`src/rtl/fazyrv_seq.sv`:
```
// fazyrv_seq - instruction control sequencer for the bit/chunk-serial FazyRV core.
//
// Each instruction is split into passes: instruction fetch, register-file
// decode (RF_RD_LAT+1 cycles), then one or two serial CPI-cycle passes over
// the datapath. Loads and stores add a data-bus ACK phase; shifts may add a
// SHIFT phase. A bus that does not answer within MEM_TIMEOUT cycles raises a
// one-cycle bus error and runs a single TRAP pass before the next fetch.
//
// Ports
//   clk_i, rst_i        clock (rising edge), asynchronous active-high reset
//   abort_i             abort current instruction (only when HAS_ABORT=1)
//   pc_noinc_i          suppress PC increment (only when HAS_ABORT=1)
//   cls_i[6:0]          instruction class {csr,slt,shft,st,ld,br,jmp}
//   shft_done_i         shifter has finished its macro-steps
//   imem_ack_i          instruction bus ack (ignored when MEMDLY1=1)
//   dmem_ack_i          data bus ack
//   ccx_done_i          custom unit done
//   imem_stb_o          instruction bus strobe (IFETCH)
//   dmem_stb_o          data bus strobe (ACK)
//   rf_ram_rstb_o       RF RAM read strobe (DECODE, RF_RD_LAT>0)
//   rf_ram_wstb_o       RF RAM write strobe (RF_RD_LAT>0)
//   lsb_o, msb_o        first / last chunk of the current pass
//   pc_inc_o            increment PC this cycle
//   ccx_req_o           start custom instruction
//   cyc_two_o, cyc_ack_o, cyc_shft_o, cyc_trap_o   state flags
//   bus_err_o           one-cycle pulse on bus timeout
//   hlt_regs_o, hlt_spm_a_o, hlt_imm_o             datapath halts
//   icyc_o              chunk index within the current pass

module fazyrv_seq #(
    parameter int unsigned CHUNKSIZE   = 2,
    parameter int unsigned REG_WIDTH   = 32,
    parameter int unsigned CPI         = REG_WIDTH / CHUNKSIZE,
    parameter int unsigned RF_RD_LAT   = 0,
    parameter int unsigned MEM_TIMEOUT = 0,
    parameter int unsigned HAS_ABORT   = 0,
    parameter int unsigned MEMDLY1     = 0
) (
    input  logic                   clk_i,
    input  logic                   rst_i,
    input  logic                   abort_i,
    input  logic                   pc_noinc_i,
    input  logic [6:0]             cls_i,
    input  logic                   shft_done_i,
    input  logic                   imem_ack_i,
    input  logic                   dmem_ack_i,
    input  logic                   ccx_done_i,
    output logic                   imem_stb_o,
    output logic                   dmem_stb_o,
    output logic                   rf_ram_rstb_o,
    output logic                   rf_ram_wstb_o,
    output logic                   lsb_o,
    output logic                   msb_o,
    output logic                   pc_inc_o,
    output logic                   ccx_req_o,
    output logic                   cyc_two_o,
    output logic                   cyc_ack_o,
    output logic                   cyc_shft_o,
    output logic                   cyc_trap_o,
    output logic                   bus_err_o,
    output logic                   hlt_regs_o,
    output logic                   hlt_spm_a_o,
    output logic                   hlt_imm_o,
    output logic [$clog2(CPI)-1:0] icyc_o
);

    localparam int unsigned CYC_W  = $clog2(CPI);
    localparam int unsigned DCNT_W = (RF_RD_LAT > 0) ? $clog2(RF_RD_LAT + 1) : 1;
    localparam int unsigned TMO_W  = (MEM_TIMEOUT > 1) ? $clog2(MEM_TIMEOUT) : 1;

    localparam bit ABORT_EN  = (HAS_ABORT != 0);
    localparam bit RF_LAT_EN = (RF_RD_LAT != 0);
    localparam bit TMO_EN    = (MEM_TIMEOUT != 0);
    localparam bit IMEM_FIX  = (MEMDLY1 != 0);

    localparam logic [CYC_W-1:0]  CYC_LAST  = CYC_W'(CPI - 1);
    localparam logic [DCNT_W-1:0] DCNT_LAST = DCNT_W'(RF_RD_LAT);
    localparam logic [TMO_W-1:0]  TMO_LAST  = TMO_W'(MEM_TIMEOUT - 1);

    typedef enum logic [2:0] {
        IFETCH,
        DECODE,
        ICYC1,
        ICYC2,
        ACK,
        SHIFT,
        TRAP
    } state_t;

    state_t              state, state_nxt;
    logic [CYC_W-1:0]    cyc, cyc_nxt, cyc_inc;
    logic [DCNT_W-1:0]   dcnt, dcnt_nxt;
    logic [TMO_W-1:0]    tmo, tmo_nxt;
    logic                lsb_r;
    logic                msb;
    logic                bus_err;

    logic                csr, slt, shft, st, ld, br, jmp;
    logic                abort, noinc, imem_ack;
    logic                cyc_last, dcnt_last, tmo_last;
    logic                in_c1, in_c2, in_bus;

    assign {csr, slt, shft, st, ld, br, jmp} = cls_i;

    assign abort     = ABORT_EN & abort_i;
    assign noinc     = ABORT_EN & pc_noinc_i;
    assign imem_ack  = imem_ack_i | IMEM_FIX;
    assign cyc_last  = (cyc == CYC_LAST);
    assign dcnt_last = (dcnt == DCNT_LAST);
    assign tmo_last  = TMO_EN & (tmo == TMO_LAST);
    assign cyc_inc   = cyc_last ? '0 : cyc + CYC_W'(1);
    assign in_c1     = (state == ICYC1);
    assign in_c2     = (state == ICYC2);
    assign in_bus    = (state == IFETCH) | (state == ACK);

    always_ff @(posedge clk_i or posedge rst_i) begin
        if (rst_i) begin
            state <= IFETCH;
            cyc   <= '0;
            dcnt  <= '0;
            tmo   <= '0;
            lsb_r <= 1'b1;
        end else begin
            state <= state_nxt;
            cyc   <= cyc_nxt;
            dcnt  <= dcnt_nxt;
            tmo   <= tmo_nxt;
            lsb_r <= msb;
        end
    end

    always_comb begin
        state_nxt = state;
        cyc_nxt   = cyc;
        dcnt_nxt  = '0;
        msb       = 1'b0;
        bus_err   = 1'b0;

        case (state)
            IFETCH: begin
                msb     = 1'b1;
                cyc_nxt = '0;
                if (imem_ack) begin
                    state_nxt = DECODE;
                end else if (tmo_last && !abort) begin
                    bus_err   = 1'b1;
                    state_nxt = TRAP;
                end
            end

            DECODE: begin
                msb     = 1'b1;
                cyc_nxt = '0;
                if (dcnt_last) begin
                    state_nxt = ICYC1;
                end else begin
                    dcnt_nxt = dcnt + DCNT_W'(1);
                end
            end

            ICYC1: begin
                if (!cyc_last) begin
                    cyc_nxt = cyc + CYC_W'(1);
                end else if (ccx_done_i) begin
                    // Last chunk only completes once the custom unit is done;
                    // until then cyc parks on CPI-1.
                    msb     = 1'b1;
                    cyc_nxt = '0;
                    if (abort) begin
                        state_nxt = IFETCH;
                    end else if (shft) begin
                        state_nxt = shft_done_i ? ICYC2 : SHIFT;
                    end else if (ld) begin
                        state_nxt = ACK;
                    end else if (jmp | br | st | slt | csr) begin
                        state_nxt = ICYC2;
                    end else begin
                        state_nxt = IFETCH;
                    end
                end
            end

            ICYC2: begin
                cyc_nxt = cyc_inc;
                if (cyc_last) begin
                    msb       = 1'b1;
                    state_nxt = st ? ACK : IFETCH;
                end
            end

            SHIFT: begin
                cyc_nxt = '0;
                if (shft_done_i) begin
                    msb       = 1'b1;
                    state_nxt = ICYC2;
                end
            end

            ACK: begin
                cyc_nxt = '0;
                msb     = dmem_ack_i;
                if (abort) begin
                    state_nxt = IFETCH;
                end else if (dmem_ack_i) begin
                    if (ld) begin
                        state_nxt = shft_done_i ? ICYC2 : SHIFT;
                    end else begin
                        state_nxt = IFETCH;
                    end
                end else if (tmo_last) begin
                    bus_err   = 1'b1;
                    state_nxt = TRAP;
                end
            end

            TRAP: begin
                cyc_nxt = cyc_inc;
                if (cyc_last) begin
                    msb       = 1'b1;
                    state_nxt = IFETCH;
                end
            end

            default: begin
                state_nxt = IFETCH;
                cyc_nxt   = '0;
            end
        endcase

        // Timeout only runs while waiting on a bus in the same state; any
        // transition (ack, error, abort) restarts it from zero.
        if (TMO_EN && in_bus && (state_nxt == state) && !abort) begin
            tmo_nxt = tmo + TMO_W'(1);
        end else begin
            tmo_nxt = '0;
        end
    end

    always_comb begin
        imem_stb_o    = (state == IFETCH);
        dmem_stb_o    = (state == ACK);
        rf_ram_rstb_o = RF_LAT_EN & (state == DECODE);
        rf_ram_wstb_o = RF_LAT_EN & ((state == IFETCH) | (in_c2 & lsb_r & csr));
        lsb_o         = lsb_r;
        msb_o         = msb;
        pc_inc_o      = lsb_r & ~noinc & ((br | ld | st) ? in_c2 : in_c1);
        ccx_req_o     = in_c1 & lsb_r;
        cyc_two_o     = in_c2;
        cyc_ack_o     = (state == ACK);
        cyc_shft_o    = (state == SHIFT);
        cyc_trap_o    = (state == TRAP);
        bus_err_o     = bus_err;
        hlt_regs_o    = ~(in_c1 | in_c2);
        hlt_spm_a_o   = ~(in_c1 & ~(shft & msb));
        hlt_imm_o     = in_c1 ? br : ~in_c2;
        icyc_o        = cyc;
    end

endmodule
```
`config.mk`:
```
export PLATFORM = sky130hd
export DESIGN_NAME = fazyrv_seq
export DESIGN_NICKNAME = d
export VERILOG_FILES = /design/src/rtl/fazyrv_seq.sv
export SDC_FILE = /design/constraint.sdc
export NUM_CORES = 1
export LEC_CHECK = 0
export BUFFER_PORTS_ARGS = -buffer_cell sky130_fd_sc_hd__buf_2
export CELL_PAD_IN_SITES_DETAIL_PLACEMENT = 1
export CELL_PAD_IN_SITES_GLOBAL_PLACEMENT = 2
export CORE_UTILIZATION = 24
export DETAILED_ROUTE_END_ITERATION = 12
export HOLD_SLACK_MARGIN = 0.02
export PLACE_DENSITY_LB_ADDON = 0.1
export SLEW_MARGIN = 20
export SYNTH_ARGS = -nofsm -noshare
export SYNTH_HDL_FRONTEND = slang
export SYNTH_SLANG_ARGS = --single-unit
```
`constraint.sdc`:
```
create_clock -name clk_i -period 1.85 [get_ports clk_i]
set_input_delay 0.37 -clock clk_i [delete_from_list [all_inputs] [get_ports clk_i]]
set_output_delay 0.37 -clock clk_i [all_outputs]
set_load 0.005 [all_outputs]
```
==> flow_summary.yaml <==
run_status:
  status: "finished, violations left"
  violations: "DRC, setup timing"
clocking:
  clock_latency_ps: 260
  h-tree-depth: 1
  cts_tree: "built"
  cts_sinks: 8
  cts_buffers: 3
  clk_path_buf_depth: 2
  clk_pin_slew_worst_paths_ps: 60
  cts-root-buf: "clkbuf_4"
detailed_routing:
  wl_per_cell_um: 13.4
  maxUsedRoutingLayer: "met4"
  ant_nets: 0
  vias: 817
  routed_wl_mm: 2.19
  wl_met3_um: 92
  dr.pass1.iters: 8
  drcViolationCount: 2
  met2_length_um: 939
  wl_met1_mm: 1.12
  vias_per_cell: 5.01
  drtIter0Drc: 18
timing:
  hold_viol: 0
  rsz0062_at_grt: "true"
  finalCriticalPeriod_ps: 1930
  clock-skew-final_ps: 11.9
  setup_viol: 2
  finalMaxSlewViolations: 0
  fin_ws_ps: -75.2
  fin_crit_sh_pct: 104
  fmax_ghz: 0.519
global_route:
  grtUsageTotal_pct: 15.0
  grt_max_degree: 14
  grt-ovfl-total: 0
  grt_pass1_wl_mm: 3.76
  grt_pass1_vias: 774
  antenna_found_initial: 0
critical_path:
  cp.required_ps: 1480
  cp_cell_sequence: "ha_2, nand3_2, o21a_1, a31oi_2, a21o_1, buf_2"
  end_kind: "primary output"
  startpoint_type: "flip-flop"
  crit_family: "compound AO/OA/AOI/OAI gates"
  arrival_ps: 1560
  crit_slowest_cell: "dfrtp_1"
  critPathKind: "reg -> out"
  rrSetupSlack_ps: 50
  critPathMaxStageDelay_ps: 360
  critPathBufInv: 1
  crit_fanout: 2
floorplan:
  initial_utilization_pct: 25.7
  ios: 35
  dieArea_um2: 3230
  rows: 19
  die_y_um: 56.8
  fp.dieW_um: 56.8
  core_area_um2: 2810
synth:
  ys_warn_count: 0
  netlist_area_um2: 722
  ys.flop_type: "dfrtp_1"
  async_reset_ff_share_pct: 100
  postSynthCellCount: 88
  synth_cell_types: 41
  ys_ff_latch: 8
  synth_edf_count: 0
  avgSynthCellArea_um2: 8.20
  seq_area_frac_synth_pct: 27.9
cells_and_area:
  multiInputGateArea_um2: 470
  antennaDiodeCount: 0
  fillCellCount: 366
  nNetsFinal: 149
  seq_area_um2: 201
  fin_util_pct: 36.9
  syn_to_final_growth_pct: 43.3
  layout-drive-gt1-share_pct: 47.0
placement:
  portBuffers: 29
  place.gp.congestion: 0.750
  pre_cts_slack_ps: 161
  hpwl_mm: 1.76
power_and_ir_drop:
  p_leak_nw: 0.520
  ir_worst_vdd_uv: 431
  powerDensity_nw_per_um2: 1420
flow_run:
  maxCapViolations: 0
min_path:
  min_path_type: "in -> async"
layout by cell type (no fill, tap or decap), types with 5 or more instances in the layout:
cell     Yosys  layout
buf_2        1      28
buf_4        5      17
nand2_1      7       7
a21oi_1      7       7
dfrtp_1      7       7
nor2_1       5       5
worst paths after layout:
kind | cells after the start | endpoint | start
worst max register to register | 8 | state[2] | icyc_o[0]
min in group clk_i | 4 | icyc_o[2] | ccx_done_i
worst min register to register | 1 | icyc_o[2] | icyc_o[2]
worst min-delay path | 2 | icyc_o[0] | rst_i
max in group asynchronous | 2 | lsb_o | rst_i
worst max-delay path | 6 | hlt_spm_a_o | icyc_o[0]
where the power goes:
part	internal (W)	switching, W	leakage, nW
registers	0.000248	0.0000790	0.102
logic	0.000518	0.000477	0.403
clock network	0.0000828	0.0000655	0.0150
per-layer routing:
metal,GRT usage (%),up-vias
met2,20.7,21
met5,0,-
met4,7.32,0
met1,22.4,390
met3,2.07,4
li1,-,402
worst register-to-register path: cells and delay by family, from the launching register on:
kind | cells | cell delay [ps]
flip-flops | 1 | 360
AND/OR/NAND/NOR | 2 | 220
AO/OA/AOI/OAI | 1 | 190
adder cells (fa/ha/maj) | 1 | 200
multiplexers | 1 | 300
buffers and inverters | 3 | 390
through the flow:
stage | instance area (um^2) | TNS (ps) | total power (W) | hold WS (ps) | cells
finish | 1030 | -126 | 0.00147 | 38.8 | 163
detailed placement | 953 | 0 | 0.00126 | 337 | 155
floorplan | 729 | 0 | 0.000878 | 185 | 90
global placement | 953 | 0 | 0.00126 | 328 | 155
CTS | 1000 | -174 | 0.00146 | 51.8 | 161
global route | 1030 | -530 | 0.00161 | 71.0 | 163
layout make-up:
class / count / area share (%)
Sequential cell: 8 / 19.5
Clock buffer: 4 / 2.54
Timing Repair Buffer: 46 / 27.0
Inverter: 5 / 1.81
Tap cell: 31 / 3.75
Multi-Input combinational cell: 69 / 45.5
cell families (layout without fill, tap and decap cells):
group / count (synthesis) / in the layout / share of synthesized area, %
simple gates: 34 / 34 / 26.0
buf+inv: 13 / 55 / 10.6
mux: 5 / 5 / 7.63
fa+ha+maj: 1 / 1 / 1.73
compound gates: 25 / 25 / 24.4
xor+xnor: 1 / 1 / 1.21
other cells: 1 / 3 / 0.519
flops: 8 / 8 / 27.9
cell usage after synthesis (2+ instances only):
master,n,share of area (%)
nor3_1,4,2.8
mux2i_1,4,5.5
nand2b_1,2,1.7
buf_4,5,5.2
a21o_1,2,2.1
dfrtp_1,7,24
o21ai_0,4,2.8
inv_1,4,2.1
a31oi_1,2,1.7
a21oi_1,7,4.9
nand3_1,4,2.8
nor2_1,5,2.6
and3_1,4,3.5
nand2_1,7,3.6
registers in the layout, summed over array words and instances (netlist names):
name    cells
state       3
icyc_o      4
lsb_o       1
what timing repair did:
action                     4_1_cts  5_1_grt
hold buffers                     0        0
setup endpoints to repair        2        7
pin swaps                        3        1
gates resized for setup          2        3
buffers inserted                 2        2
(Power assumes the default switching activity.)
